<file path="src/rtl/adder_meas_pkg.sv">
// Shared types and default widths for the ripple-adder ring-oscillator measurement stages.
package adder_meas_pkg;

  typedef enum logic [1:0] {IDLE, ARM, COUNT, DONE} meas_state_e;

  localparam int COUNT_W_DEF     = 32;
  localparam int GATE_W_DEF      = 32;
  localparam int SYNC_STAGES_DEF = 2;

endpackage

</file>
<file path="src/rtl/adder_ring_period_counter_if.sv">
// Control/status bundle between the logic-analyser register wrapper and the period counter.
interface adder_ring_period_counter_if
  import adder_meas_pkg::*;
#(
  parameter int COUNT_W = COUNT_W_DEF,
  parameter int GATE_W  = GATE_W_DEF
);
  logic               start;
  logic               abort;
  logic [GATE_W-1:0]  gate_cycles;
  logic               busy;
  logic               done;
  logic [COUNT_W-1:0] count;
  logic               overflow;

  modport master (output start, abort, gate_cycles, input busy, done, count, overflow);
  modport slave  (input start, abort, gate_cycles, output busy, done, count, overflow);
endinterface

</file>
<file path="src/rtl/ring_edge_sync.sv">
// Multi-flop synchroniser for an asynchronous ring-oscillator output plus rising-edge detect.
module ring_edge_sync #(
  parameter int SYNC_STAGES = 2
) (
  input  logic clk_i,
  input  logic rst_i,
  input  logic ring_i,
  output logic edge_o
);
  logic [SYNC_STAGES-1:0] sync_q;
  logic                   last_q;

  always_ff @(posedge clk_i or posedge rst_i) begin
    if (rst_i) begin
      sync_q <= '0;
      last_q <= 1'b0;
    end else begin
      sync_q <= {sync_q[SYNC_STAGES-2:0], ring_i};
      last_q <= sync_q[SYNC_STAGES-1];
    end
  end

  assign edge_o = sync_q[SYNC_STAGES-1] & ~last_q;
endmodule

</file>
<file path="src/rtl/adder_ring_period_counter.sv">
// Counts ring-oscillator rising edges over a programmable window of clock cycles.
module adder_ring_period_counter
  import adder_meas_pkg::*;
#(
  parameter int COUNT_W     = COUNT_W_DEF,
  parameter int GATE_W      = GATE_W_DEF,
  parameter int SYNC_STAGES = SYNC_STAGES_DEF
) (
  input  logic                         wb_clk_i,
  input  logic                         wb_rst_i,
  input  logic                         ring_in,
  adder_ring_period_counter_if.slave   ctl
);
  meas_state_e        state_q;
  logic               busy_q, done_q, ovf_q, ovf_d;
  logic [COUNT_W-1:0] count_q, count_d;
  logic [GATE_W-1:0]  win_q, gate_q;
  logic               edge_det;

  ring_edge_sync #(.SYNC_STAGES(SYNC_STAGES)) u_sync (
    .clk_i  (wb_clk_i),
    .rst_i  (wb_rst_i),
    .ring_i (ring_in),
    .edge_o (edge_det)
  );

  // Saturating edge count; only COUNT cycles contribute.
  always_comb begin
    count_d = count_q;
    ovf_d   = ovf_q;
    if (state_q == COUNT && edge_det) begin
      if (&count_q) ovf_d   = 1'b1;
      else          count_d = count_q + COUNT_W'(1);
    end
  end

  always_ff @(posedge wb_clk_i or posedge wb_rst_i) begin
    if (wb_rst_i) begin
      state_q <= IDLE;
      busy_q  <= 1'b0;
      done_q  <= 1'b0;
      count_q <= '0;
      ovf_q   <= 1'b0;
      win_q   <= '0;
      gate_q  <= '0;
    end else begin
      count_q <= count_d;
      ovf_q   <= ovf_d;
      if (ctl.abort) begin
        state_q <= IDLE;
        busy_q  <= 1'b0;
        done_q  <= 1'b0;
      end else begin
        case (state_q)
          IDLE, DONE: if (ctl.start) begin
            gate_q  <= ctl.gate_cycles;
            count_q <= '0;
            ovf_q   <= 1'b0;
            // win_q doubles as the ARM flush counter: SYNC_STAGES..0 is SYNC_STAGES+1 cycles.
            win_q   <= GATE_W'(SYNC_STAGES);
            if (ctl.gate_cycles == '0) begin
              state_q <= DONE;
              busy_q  <= 1'b0;
              done_q  <= 1'b1;
            end else begin
              state_q <= ARM;
              busy_q  <= 1'b1;
              done_q  <= 1'b0;
            end
          end
          ARM: begin
            if (win_q == '0) begin
              state_q <= COUNT;
              win_q   <= gate_q;
            end else begin
              win_q <= win_q - GATE_W'(1);
            end
          end
          COUNT: begin
            win_q <= win_q - GATE_W'(1);
            if (win_q == GATE_W'(1)) begin
              state_q <= DONE;
              busy_q  <= 1'b0;
              done_q  <= 1'b1;
            end
          end
          default: state_q <= IDLE;
        endcase
      end
    end
  end

  assign ctl.busy     = busy_q;
  assign ctl.done     = done_q;
  assign ctl.count    = count_q;
  assign ctl.overflow = ovf_q;
endmodule

</file>
<file path="src/flat_wrapper.sv">
// flat-port wrapper written by rule: the top's interface ports become plain ports
module adder_ring_period_counter_flat import adder_meas_pkg::*;
#(
  parameter int COUNT_W     = COUNT_W_DEF,
  parameter int GATE_W      = GATE_W_DEF,
  parameter int SYNC_STAGES = SYNC_STAGES_DEF
)
  (wb_clk_i, wb_rst_i, ring_in, ctl_start, ctl_abort, ctl_gate_cycles, ctl_busy, ctl_done, ctl_count, ctl_overflow);
  adder_ring_period_counter_if #(.COUNT_W(COUNT_W), .GATE_W(GATE_W)) ctl_i ();
  input  logic wb_clk_i;
  input  logic wb_rst_i;
  input  logic ring_in;
  input wire logic [$bits(ctl_i.start)-1:0] ctl_start;
  input wire logic [$bits(ctl_i.abort)-1:0] ctl_abort;
  input wire logic [$bits(ctl_i.gate_cycles)-1:0] ctl_gate_cycles;
  output wire logic [$bits(ctl_i.busy)-1:0] ctl_busy;
  output wire logic [$bits(ctl_i.done)-1:0] ctl_done;
  output wire logic [$bits(ctl_i.count)-1:0] ctl_count;
  output wire logic [$bits(ctl_i.overflow)-1:0] ctl_overflow;
  assign ctl_i.start = ctl_start;
  assign ctl_i.abort = ctl_abort;
  assign ctl_i.gate_cycles = ctl_gate_cycles;
  assign ctl_busy = ctl_i.busy;
  assign ctl_done = ctl_i.done;
  assign ctl_count = ctl_i.count;
  assign ctl_overflow = ctl_i.overflow;
  adder_ring_period_counter #(.COUNT_W(COUNT_W), .GATE_W(GATE_W), .SYNC_STAGES(SYNC_STAGES)) u_core (.wb_clk_i(wb_clk_i), .wb_rst_i(wb_rst_i), .ring_in(ring_in), .ctl(ctl_i));
endmodule
</file>
<file path="config.mk">
export PLATFORM = sky130hd
export DESIGN_NAME = adder_ring_period_counter_flat
export DESIGN_NICKNAME = d
export VERILOG_FILES = /design/src/rtl/adder_meas_pkg.sv /design/src/rtl/adder_ring_period_counter_if.sv /design/src/rtl/ring_edge_sync.sv /design/src/rtl/adder_ring_period_counter.sv /design/src/flat_wrapper.sv
export SDC_FILE = /design/constraint.sdc
export NUM_CORES = 1
export LEC_CHECK = 0
export BUFFER_PORTS_ARGS = -buffer_cell sky130_fd_sc_hd__buf_2
export CORE_AREA = 2 2 103 105
export CTS_BUF_LIST = sky130_fd_sc_hd__clkbuf_4 sky130_fd_sc_hd__clkbuf_8
export CTS_CLUSTER_SIZE = 24
export DETAILED_ROUTE_END_ITERATION = 8
export DIE_AREA = 0 0 105 107
export PLACE_DENSITY = 0.79
export SLEW_MARGIN = 10
export SYNTH_ARGS = -nofsm -noshare
export SYNTH_HDL_FRONTEND = slang
export SYNTH_SLANG_ARGS = --single-unit
export TNS_END_PERCENT = 30
</file>
<file path="constraint.sdc">
create_clock -name wb_clk_i -period 3.3 [get_ports wb_clk_i]
set_clock_uncertainty 0.2 [all_clocks]
set_input_delay 0.33 -clock wb_clk_i [delete_from_list [all_inputs] [get_ports wb_clk_i]]
set_output_delay 0.33 -clock wb_clk_i [all_outputs]
set_load 0.01 [all_outputs]
</file>
==> summary.txt <==
Placement
  – Routability cong.: 0.886
  – Detailed placement HPWL: approximately 9000 um
  – Port Buffers: a little over 70

Setup path
  – Reg2reg start: u_core.win_q[0]$_DFFE_PP0P_
  – Cells on worst reg2reg path: 9
  – Crit start category: flip-flop
  – Critical path fanouts, max: 17
  – FF-to-FF End: u_core.win_q[23]$_DFFE_PP0P_
  – Arr. time, crit path: between 2 and 3 ns
  – R2R Setup Slk: roughly 0.47 ns
  – Critical Path End: u_core.win_q[23]$_DFFE_PP0P_
  – Worst path cell trace: inv_1 -> ha_1 -> or3b_2 -> nor2_1 -> nand4_1 -> nor2_2 -> buf_4 -> a22oi_1 -> o21ai_0
  – Worst path buffer plus inverter count: 2
  – Slowest cell delay on critical path: 0.49 ns
  – Worst Setup End Kind: flip-flop
  – CP max-delay cell: or3b_2
  – Setup CP Type: reg -> reg
  – Crit. path cell count: 9
  – WP data required: about 3.4 ns
  – Crit path from: u_core.win_q[0]$_DFFE_PP0P_
  – Cell family with most CP delay: simple AND/OR/NAND/NOR gates

Logic synthesis
  – Share of the synthesized area in the top cell type: between 40% and 50%
  – Ranking of synthesized cells by area: dfrtp_1 (48%), mux2_2 (6.5%), nor2_1 (3.9%)
  – Syn Nets: 578
  – Cell area after synthesis: around 5400 um^2
  – Prevailing post-synth register cell: dfrtp_1
  – Syn_area_per_cell: around 10 um^2
  – Async S/R FF share, synth: 100%
  – Synth Area in Compound Gates: about an eighth
  – Post-synthesis mux area share: between 7 and 8%
  – Seq/Total Area, Yosys: 48.3%
  – Post-synthesis adder-cell area fraction: under 10%
  – Mapped Cells: approximately 540
  – Ys Warns: 0
  – Post-synth EDFFs: 0
  – XOR/XNOR Fraction of Synth Area: under 10%
  – Post-synthesis cell type count: 57
  – Count leader, synth: dfrtp_1
  – Post-synthesis simple-gate area fraction: roughly 22%
  – Largest family of logic cells by synthesized area: simple AND/OR/NAND/NOR gates
  – Most frequent cells after synthesis: dfrtp_1 (104), nor2_1 (56), o21ai_0 (39), mux2_2 (31), a21oi_1 (26)
  – Flops & latches, synth: around 100
  – Area leader, netlist: dfrtp_1

Clock tree
  – Worst-path clk slew: approximately 0.090 ns
  – TritonCTS clock tree: yes
  – Clk Latency, worst-skew pair: roughly 0.37 ns
  – CTS Sinks: around 100
  – H-tree depth: 3
  – CTS buffer count: 9
  – Bufs on Longest Clock Path: 2
  – Root Driver: clkbuf_8
  – Setup bufs post-CTS: 0

Timing
  – Worst slew margin: a little under two fifths
  – Final TNS setup: 0 ns
  – Final Hold Vio Count: 0
  – Final period util: a little under nine tenths
  – Final worst path period need: approximately 2.8 ns
  – Actual slew at the worst max-slew pin: a little over 0.9 ns
  – Fin. max-slew vios: 0
  – Unrepaired setup endpoints after global routing: false
  – Fmax: about 350 MHz
  – Final setup viols: 0

Global route
  – Congestion Overflow GR: 0
  – Pin count of the biggest net entering global routing: 55
  – Initial antenna violation count: 0
  – Gr usage total: about 24%
  – Number of global-route vias before repair: about 4400
  – First-pass GRT wire length: 21800 um

Finish
  – Post-layout util: between 60 and 70%
  – Area growth from synthesis to layout: 17.1%
  – Final #Nets: between 600 and 700
  – FILL cells: between 800 and 900
  – Share of cells above drive strength 1: 24.1%
  – ANT cells: 0

Die
  – Die height: 107 um
  – Initial Util: between 50% and 60%
  – Cell Rows: 37
  – Die Wd: 105 um
  – Area of the core: 10100 um^2
  – Full die area: 11200 um^2
  – I/O pin cnt: 72

Pwr
  – VDD IR-drop max: a little under 0.6 mV
  – Pwr dens: around 870 nW/um^2
  – Pwr Total: approximately 5500 uW
  – Leakage: around 0.0028 uW

Routing
  – Vias per std cell: between 5 and 6
  – Wirelength per Cell: ~17 um
  – Routed Wire Length: about 13000 um
  – Antenna Nets Post-Route: 0
  – DR vias: about 4600
  – Initial DRC Count: roughly 470
  – Pre-antenna DRT Iters: 5
  – Drt drc: 0

Worst hold path
  – HP Start: ctl_gate_cycles[19]
  – Tightest Hold Check Type: in -> reg

Run
  – Max_cap viols: 0

Run status
  – Outcome: completed
## logic make-up after synthesis
family,Yosys count
flip-flops,104
multiplexers,34
AND/OR/NAND/NOR,212
adder cells (fa/ha/maj),5
AO/OA/AOI/OAI,108
buffers and inverters,42
XOR/XNOR,31
## layout by cell type, fill, tap and decap left out, types with 8 or more instances in the layout
| cell type | Yosys | final |
|---|---|---|
| xnor2_1 | 18 | 18 |
| nand3_1 | 18 | 18 |
| xor2_1 | 13 | 13 |
| a221o_1 | 8 | 8 |
| or3_1 | 14 | 14 |
| nor4_1 | 16 | 16 |
| mux2_2 | 31 | 31 |
| inv_1 | 19 | 18 |
| a22oi_1 | 11 | 11 |
| nand2_1 | 25 | 25 |
| dfrtp_1 | 104 | 104 |
| buf_4 | 2 | 13 |
| o21ai_0 | 39 | 39 |
| nor2_1 | 56 | 55 |
| nor3_1 | 16 | 16 |
| dlygate4sd3_1 | 0 | 20 |
| nand4_1 | 21 | 21 |
| a21oi_1 | 26 | 26 |
| clkbuf_8 | 1 | 10 |
| buf_2 | 2 | 71 |
## registers in the layout, summed over array words and instances, names as in the netlist
name	flops
u_core.ctl.count	32
u_core.gate_q	32
u_core.win_q	32
u_core.state_q	2
u_core.u_sync.sync_q	2
u_core.ctl.busy	1
u_core.ctl.done	1
u_core.ctl.overflow	1
u_core.u_sync.last_q	1
## layout make-up
cell class	count	area [um^2]	area share (%)
inverters	19	73.8	1.17
multi-input cells	390	2600	41.2
flip-flops and latches	104	2600	41.2
clock buffers	11	145	2.30
clock inverters	3	43.8	0.694
repair buffers	105	673	10.7
well taps	136	170	2.70
## stage by stage
| step | cell area [um^2] | hold WS (ns) | instances | setup slack [ns] |
|---|---|---|---|---|
| 2_1_floorplan | 5390 | 0.131 | 536 | 0.0378 |
| 3_3_place_gp | 5920 | 0.141 | 734 | 0.628 |
| 3_5_place_dp | 5920 | 0.149 | 734 | 0.484 |
| 4_1_cts | 6310 | 0.00231 | 768 | 0.488 |
| 5_1_grt | 6310 | 0.00345 | 768 | 0.251 |
| 6_report | 6310 | 0.0130 | 768 | 0.473 |
## how the worst min path moves through the flow
| stage | cells after the start | end | slack [ns] |
|---|---|---|---|
| 2_1_floorplan | 0 | u_core.u_sync.sync_q[1]$_DFF_PP0_ | 0.13 |
| 3_3_place_gp | 0 | u_core.u_sync.sync_q[1]$_DFF_PP0_ | 0.14 |
| 3_5_place_dp | 0 | u_core.u_sync.sync_q[1]$_DFF_PP0_ | 0.15 |
| 4_1_cts | 2 | u_core.gate_q[19]$_DFFE_PP0P_ | 0.002 |
| 5_1_grt | 2 | u_core.gate_q[19]$_DFFE_PP0P_ | 0.003 |
| 6_report | 2 | u_core.gate_q[19]$_DFFE_PP0P_ | 0.01 |
## report_power, final
part           internal (uW)  total [uW]  leakage [uW]  switching, uW
registers               1660        2040       0.00136            383
clock network            372         794     0.0000987            422
logic                   1110        2630       0.00136           1520
## routing by layer
| layer | global-route usage [%] | up-vias | part of all wire [%] |
|---|---|---|---|
| li1 | - | 2154 | - |
| met1 | 33.3 | 2231 | 45 |
| met2 | 38.4 | 162 | 47 |
| met3 | 4.74 | 27 | 5.3 |
| met4 | 8.67 | 0 | 1.9 |
| met5 | 0 | - | 0 |
## what timing repair did
action	CTS	global route
gates resized for setup	0	0
hold buffers	20	0
endpoints found under the hold margin	70	0
Power figures use the tool's default switching activity.
